### src/rtl/pulse_stretcher.sv
// -----------------------------------------------------------------------------
// pulse_stretcher
//   Turns single-cycle (or level) event requests into a stretched output pulse:
//   OutSignal is held high for HOLD_CYCLES cycles, then forced low for
//   GAP_CYCLES cycles before another event may start a new hold.
//
//   Optional feature (compile-time macro PULSE_STRETCHER_QUEUE_EN):
//     defined   - one event arriving during HOLD/GAP is remembered in a
//                 one-deep pending flag and replayed when GAP ends; further
//                 events while the flag is set are discarded.
//     undefined - every event arriving during HOLD/GAP is discarded.
//
// Ports
//   Clk       in   system clock, all state changes on rising edge
//   Rst       in   synchronous active-high reset, overrides every input
//   InPulse   in   event request, each high cycle is one event
//   OutSignal out  registered stretched pulse
//   Busy      out  registered, high while in HOLD or GAP
//   Dropped   out  registered, one-cycle pulse per discarded event
// -----------------------------------------------------------------------------
module pulse_stretcher #(
  parameter int unsigned HOLD_CYCLES = 32'd25000000,
  parameter int unsigned GAP_CYCLES  = 32'd12500000
) (
  input  logic Clk,
  input  logic Rst,
  input  logic InPulse,
  output logic OutSignal,
  output logic Busy,
  output logic Dropped
);

  typedef enum logic [1:0] {
    S_IDLE = 2'd0,
    S_HOLD = 2'd1,
    S_GAP  = 2'd2
  } state_t;

  // The counter holds "cycles remaining minus one", so zero marks the last
  // cycle of the current phase.
  localparam logic [31:0] HOLD_LOAD = 32'(HOLD_CYCLES - 32'd1);
  localparam logic [31:0] GAP_LOAD  = 32'(GAP_CYCLES - 32'd1);

  state_t      state_q, state_d;
  logic [31:0] cnt_q, cnt_d;
  logic        drop_d;
  logic        out_q, busy_q, drop_q;
`ifdef PULSE_STRETCHER_QUEUE_EN
  logic        pend_q, pend_d;
`endif

  // Next-state, counter and discard decision.
  always_comb begin
    state_d = state_q;
    cnt_d   = cnt_q;
    drop_d  = 1'b0;
`ifdef PULSE_STRETCHER_QUEUE_EN
    pend_d  = pend_q;
`endif
    case (state_q)
      S_IDLE: begin
        if (InPulse) begin
          state_d = S_HOLD;
          cnt_d   = HOLD_LOAD;
        end else begin
          state_d = S_IDLE;
        end
      end
      S_HOLD: begin
        if (cnt_q == 32'd0) begin
          state_d = S_GAP;
          cnt_d   = GAP_LOAD;
        end else begin
          cnt_d   = cnt_q - 32'd1;
        end
        // Event while busy: remember one if possible, otherwise discard.
`ifdef PULSE_STRETCHER_QUEUE_EN
        if (InPulse && !pend_q) begin
          pend_d = 1'b1;
        end else begin
          drop_d = InPulse;
        end
`else
        drop_d = InPulse;
`endif
      end
      S_GAP: begin
        if (cnt_q == 32'd0) begin
          // Last GAP cycle: an event on this very edge is never discarded.
          // A pending event takes priority and the new one becomes pending.
`ifdef PULSE_STRETCHER_QUEUE_EN
          if (pend_q) begin
            state_d = S_HOLD;
            cnt_d   = HOLD_LOAD;
            pend_d  = InPulse;
          end else if (InPulse) begin
            state_d = S_HOLD;
            cnt_d   = HOLD_LOAD;
          end else begin
            state_d = S_IDLE;
            cnt_d   = 32'd0;
          end
`else
          if (InPulse) begin
            state_d = S_HOLD;
            cnt_d   = HOLD_LOAD;
          end else begin
            state_d = S_IDLE;
            cnt_d   = 32'd0;
          end
`endif
        end else begin
          cnt_d = cnt_q - 32'd1;
`ifdef PULSE_STRETCHER_QUEUE_EN
          if (InPulse && !pend_q) begin
            pend_d = 1'b1;
          end else begin
            drop_d = InPulse;
          end
`else
          drop_d = InPulse;
`endif
        end
      end
      default: begin
        state_d = S_IDLE;
        cnt_d   = 32'd0;
      end
    endcase
  end

  // State, counter and output registers; outputs decoded from next state so
  // they are flops yet change on the same edge as the state.
  always_ff @(posedge Clk) begin
    if (Rst) begin
      state_q <= S_IDLE;
      cnt_q   <= 32'd0;
      out_q   <= 1'b0;
      busy_q  <= 1'b0;
      drop_q  <= 1'b0;
`ifdef PULSE_STRETCHER_QUEUE_EN
      pend_q  <= 1'b0;
`endif
    end else begin
      state_q <= state_d;
      cnt_q   <= cnt_d;
      out_q   <= (state_d == S_HOLD);
      busy_q  <= (state_d != S_IDLE);
      drop_q  <= drop_d;
`ifdef PULSE_STRETCHER_QUEUE_EN
      pend_q  <= pend_d;
`endif
    end
  end

  assign OutSignal = out_q;
  assign Busy      = busy_q;
  assign Dropped   = drop_q;

endmodule
### config.mk
export PLATFORM = sky130hd
export DESIGN_NAME = pulse_stretcher
export DESIGN_NICKNAME = d
export VERILOG_FILES = /design/src/rtl/pulse_stretcher.sv
export SDC_FILE = /design/constraint.sdc
export NUM_CORES = 1
export LEC_CHECK = 0
export BUFFER_PORTS_ARGS = -buffer_cell sky130_fd_sc_hd__buf_2
export CAP_MARGIN = 20
export CORE_MARGIN = 3
export CORE_UTILIZATION = 25
export DETAILED_ROUTE_END_ITERATION = 10
export SYNTH_ARGS = -nofsm -noshare
export SYNTH_HDL_FRONTEND = slang
export SYNTH_SLANG_ARGS = --single-unit
### constraint.sdc
create_clock -name Clk -period 4 [get_ports Clk]
set_input_delay 0.4 -clock Clk [delete_from_list [all_inputs] [get_ports Clk]]
set_output_delay 0.4 -clock Clk [all_outputs]
set_load 0.01 [all_outputs]
==> flow_metrics.tcl <==
set metrics [dict create \
    drt-total-wl_um 5330 \
    drt-initial-drc-count 125 \
    cts_resized 0 \
    dr.pass1.iters 4 \
    drv_cap 0 \
    std_cell_rows 33 \
    synth_edf_count 0 \
    min_path_type "input pin to register" \
    fin_setup_tns_ps 0 \
    insertion_delay_ps 290 \
    grt_pass1_vias 1847 \
    start_util_pct 25.8 \
    syn_inst 269 \
    gr-usage-all-layers_pct 11.2 \
    syn_area_um2 2130 \
    h-tree-depth 2 \
    place_congestion 0.848 \
    clkSlewWorstSetupHoldPaths_ps 70 \
    async_reset_ff_share_pct 0 \
    final_cells 376 \
    worst_setup_path_start_kind "register" \
    crit_chain "or4_4, or4_4, or4_4, nor3_1, nand2b_1, o311ai_0" \
    synth.net_count 278 \
    placed_cells 369 \
    slew_headroom_pct 39.9 \
    power_density_nw_per_um2 374 \
    cts.path.max_buffers 2 \
    post-place-ws_ps 1100 \
    crit_slowest_cell "or4_4" \
    final_cell_mix "dfxtp_1, nor2_1, nor3_1, nand2_1, a21oi_1" \
    ys_seq_area_share_pct 34.7 \
    die_w_um 98.4 \
    grt_start_max_net_pins 23 \
    cp_top_family "simple AND/OR/NAND/NOR gates" \
    critPathMaxFanout 10 \
    antenna_found_initial 0 \
    cts_buffers 5 \
    ys_ff_latch 37 \
    layout-drive-gt1-share_pct 9.96 \
    setup_ws_ps 1080 \
    p_leak_nw 0.829 \
    post_cts_buffers 0 \
    rsz0062_at_grt "false" \
    drv_slew 0 \
    period_share_pct 72.9 \
    dpl.hpwl_um 3850 \
    root_buffer "clkbuf_8" \
    ir_drop_mv 0.167 \
    worstMarginPinSlew_ps 894 \
    required_ps 4160 \
    final_common_cell "dfxtp_1" \
    cpMostUsedCell "or4_4" \
    ant_nets 0 \
    io_pins 6 \
    wl_per_cell_um 14.2 \
    grt_pass1_wl_um 8980 \
    period_needed_ps 2920 \
    diodes 0 \
    critPathKind "register to register" \
    status "finished, final reports clean" \
    max_stage_delay_ps 630 \
    cts_hold_buf 0 \
    setup_viol 0 \
    skew_ps 3.82 \
    max_freq_ghz 0.343 \
    viasPerCell 5.25 \
    fillCellCount 918 \
    path_buf_inv 0 \
    hold_slack_ps 414 \
    layout.nets 280 \
    arrival_ps 3080 \
    cts.sinks 37 \
    cp-end-kind "register" \
    vias 1975 \
    drc 0 \
    core_area_um2 8260 \
    syn_area_per_cell_um2 7.93 \
    hold_viol 0 \
    tritoncts "built" \
    syn_to_final_growth_pct 9.68 \
    yosysWarnings 0 \
    synth_cell_types 45 \
    die-area_um2 9680 \
    die_h_um 98.4 \
    overflow 0 \
    numPortBuffers 5 \
    synth-main-ff-cell "dfxtp_1" \
]
-- report_power, final --
| part | total, mW | internal, mW | switching [mW] |
|---|---|---|---|
| logic | 0.191 | 0.0700 | 0.121 |
| registers | 0.417 | 0.391 | 0.0259 |
| clock network | 0.267 | 0.137 | 0.130 |
-- Yosys cell counts, drive strengths merged, types with 5 or more instances --
cell | number | area share [%]
dfxtp | 37 | 35
nor2 | 32 | 5.6
nor3 | 23 | 5.4
a21oi | 20 | 5.2
nand2 | 19 | 3.3
o21ai | 13 | 3.0
nor4 | 12 | 4.5
clkbuf | 11 | 1.9
inv | 10 | 1.8
nand3 | 10 | 2.3
xor2 | 10 | 4.1
ha | 6 | 3.5
nand4 | 5 | 1.5
or2 | 5 | 1.5
or3 | 5 | 1.5
-- cells by family after synthesis --
logic type	Yosys count	share of synthesized area (%)
xor gates and xnor gates	14	5.75
buffers and inverters	25	5.22
DFF	37	34.7
and+or+nand+nor	122	29.8
adders and majority gates	6	3.52
AOI/OAI and AO/OA	65	21.0
-- layout make-up --
cell class / count / area, um^2 / area share [%]
multi-input cells: 207 / 1280 / 54.8
flip-flops and latches: 37 / 741 / 31.7
well taps: 105 / 131 / 5.61
clock buffers: 7 / 86.3 / 3.69
repair buffers: 10 / 62.6 / 2.67
inverters: 10 / 37.5 / 1.60
-- worst paths after layout --
check,startpoint,end,slack (ps),cells past startpoint
hold / removal,InPulse,Dropped$_SDFF_PP0_,410,3
setup reg to reg,cnt_q[10]$_SDFFE_PP0P_,cnt_q[2]$_SDFFE_PP0P_,1080,6
setup / recovery,cnt_q[10]$_SDFFE_PP0P_,cnt_q[2]$_SDFFE_PP0P_,1080,6
hold reg to reg,cnt_q[16]$_SDFFE_PP0P_,cnt_q[16]$_SDFFE_PP0P_,490,2
-- state kept, by name, indices dropped and copies added (netlist names) --
name       count
OutSignal      1
cnt_q         32
Busy           1
Dropped        1
state_q        2
-- layer usage --
metal	share of wire [%]	vias up	track usage, %
met2	46	56	17.0
met1	47	917	15.5
met4	2.6	0	5.25
met3	4.2	14	2.07
met5	0	-	0
li1	-	988	-
-- per-stage QoR --
step           instance area, um^2  power [mW]  util [%]
4_1_cts                       2340       0.878      28.3
5_1_grt                       2340       0.918      28.3
3_3_place_gp                  2250       0.613      27.3
6_report                      2340       0.875      28.3
2_1_floorplan                 2130       0.567         -
3_5_place_dp                  2250       0.612      27.3
-- worst reg2reg max path, cell delays in order (launching register included) --
cell      delay (ps)
dfxtp_1          380
or4_4            580
or4_4            580
or4_4            630
nor3_1           290
nand2b_1         220
o311ai_0         120
(Power assumes the default switching activity.)
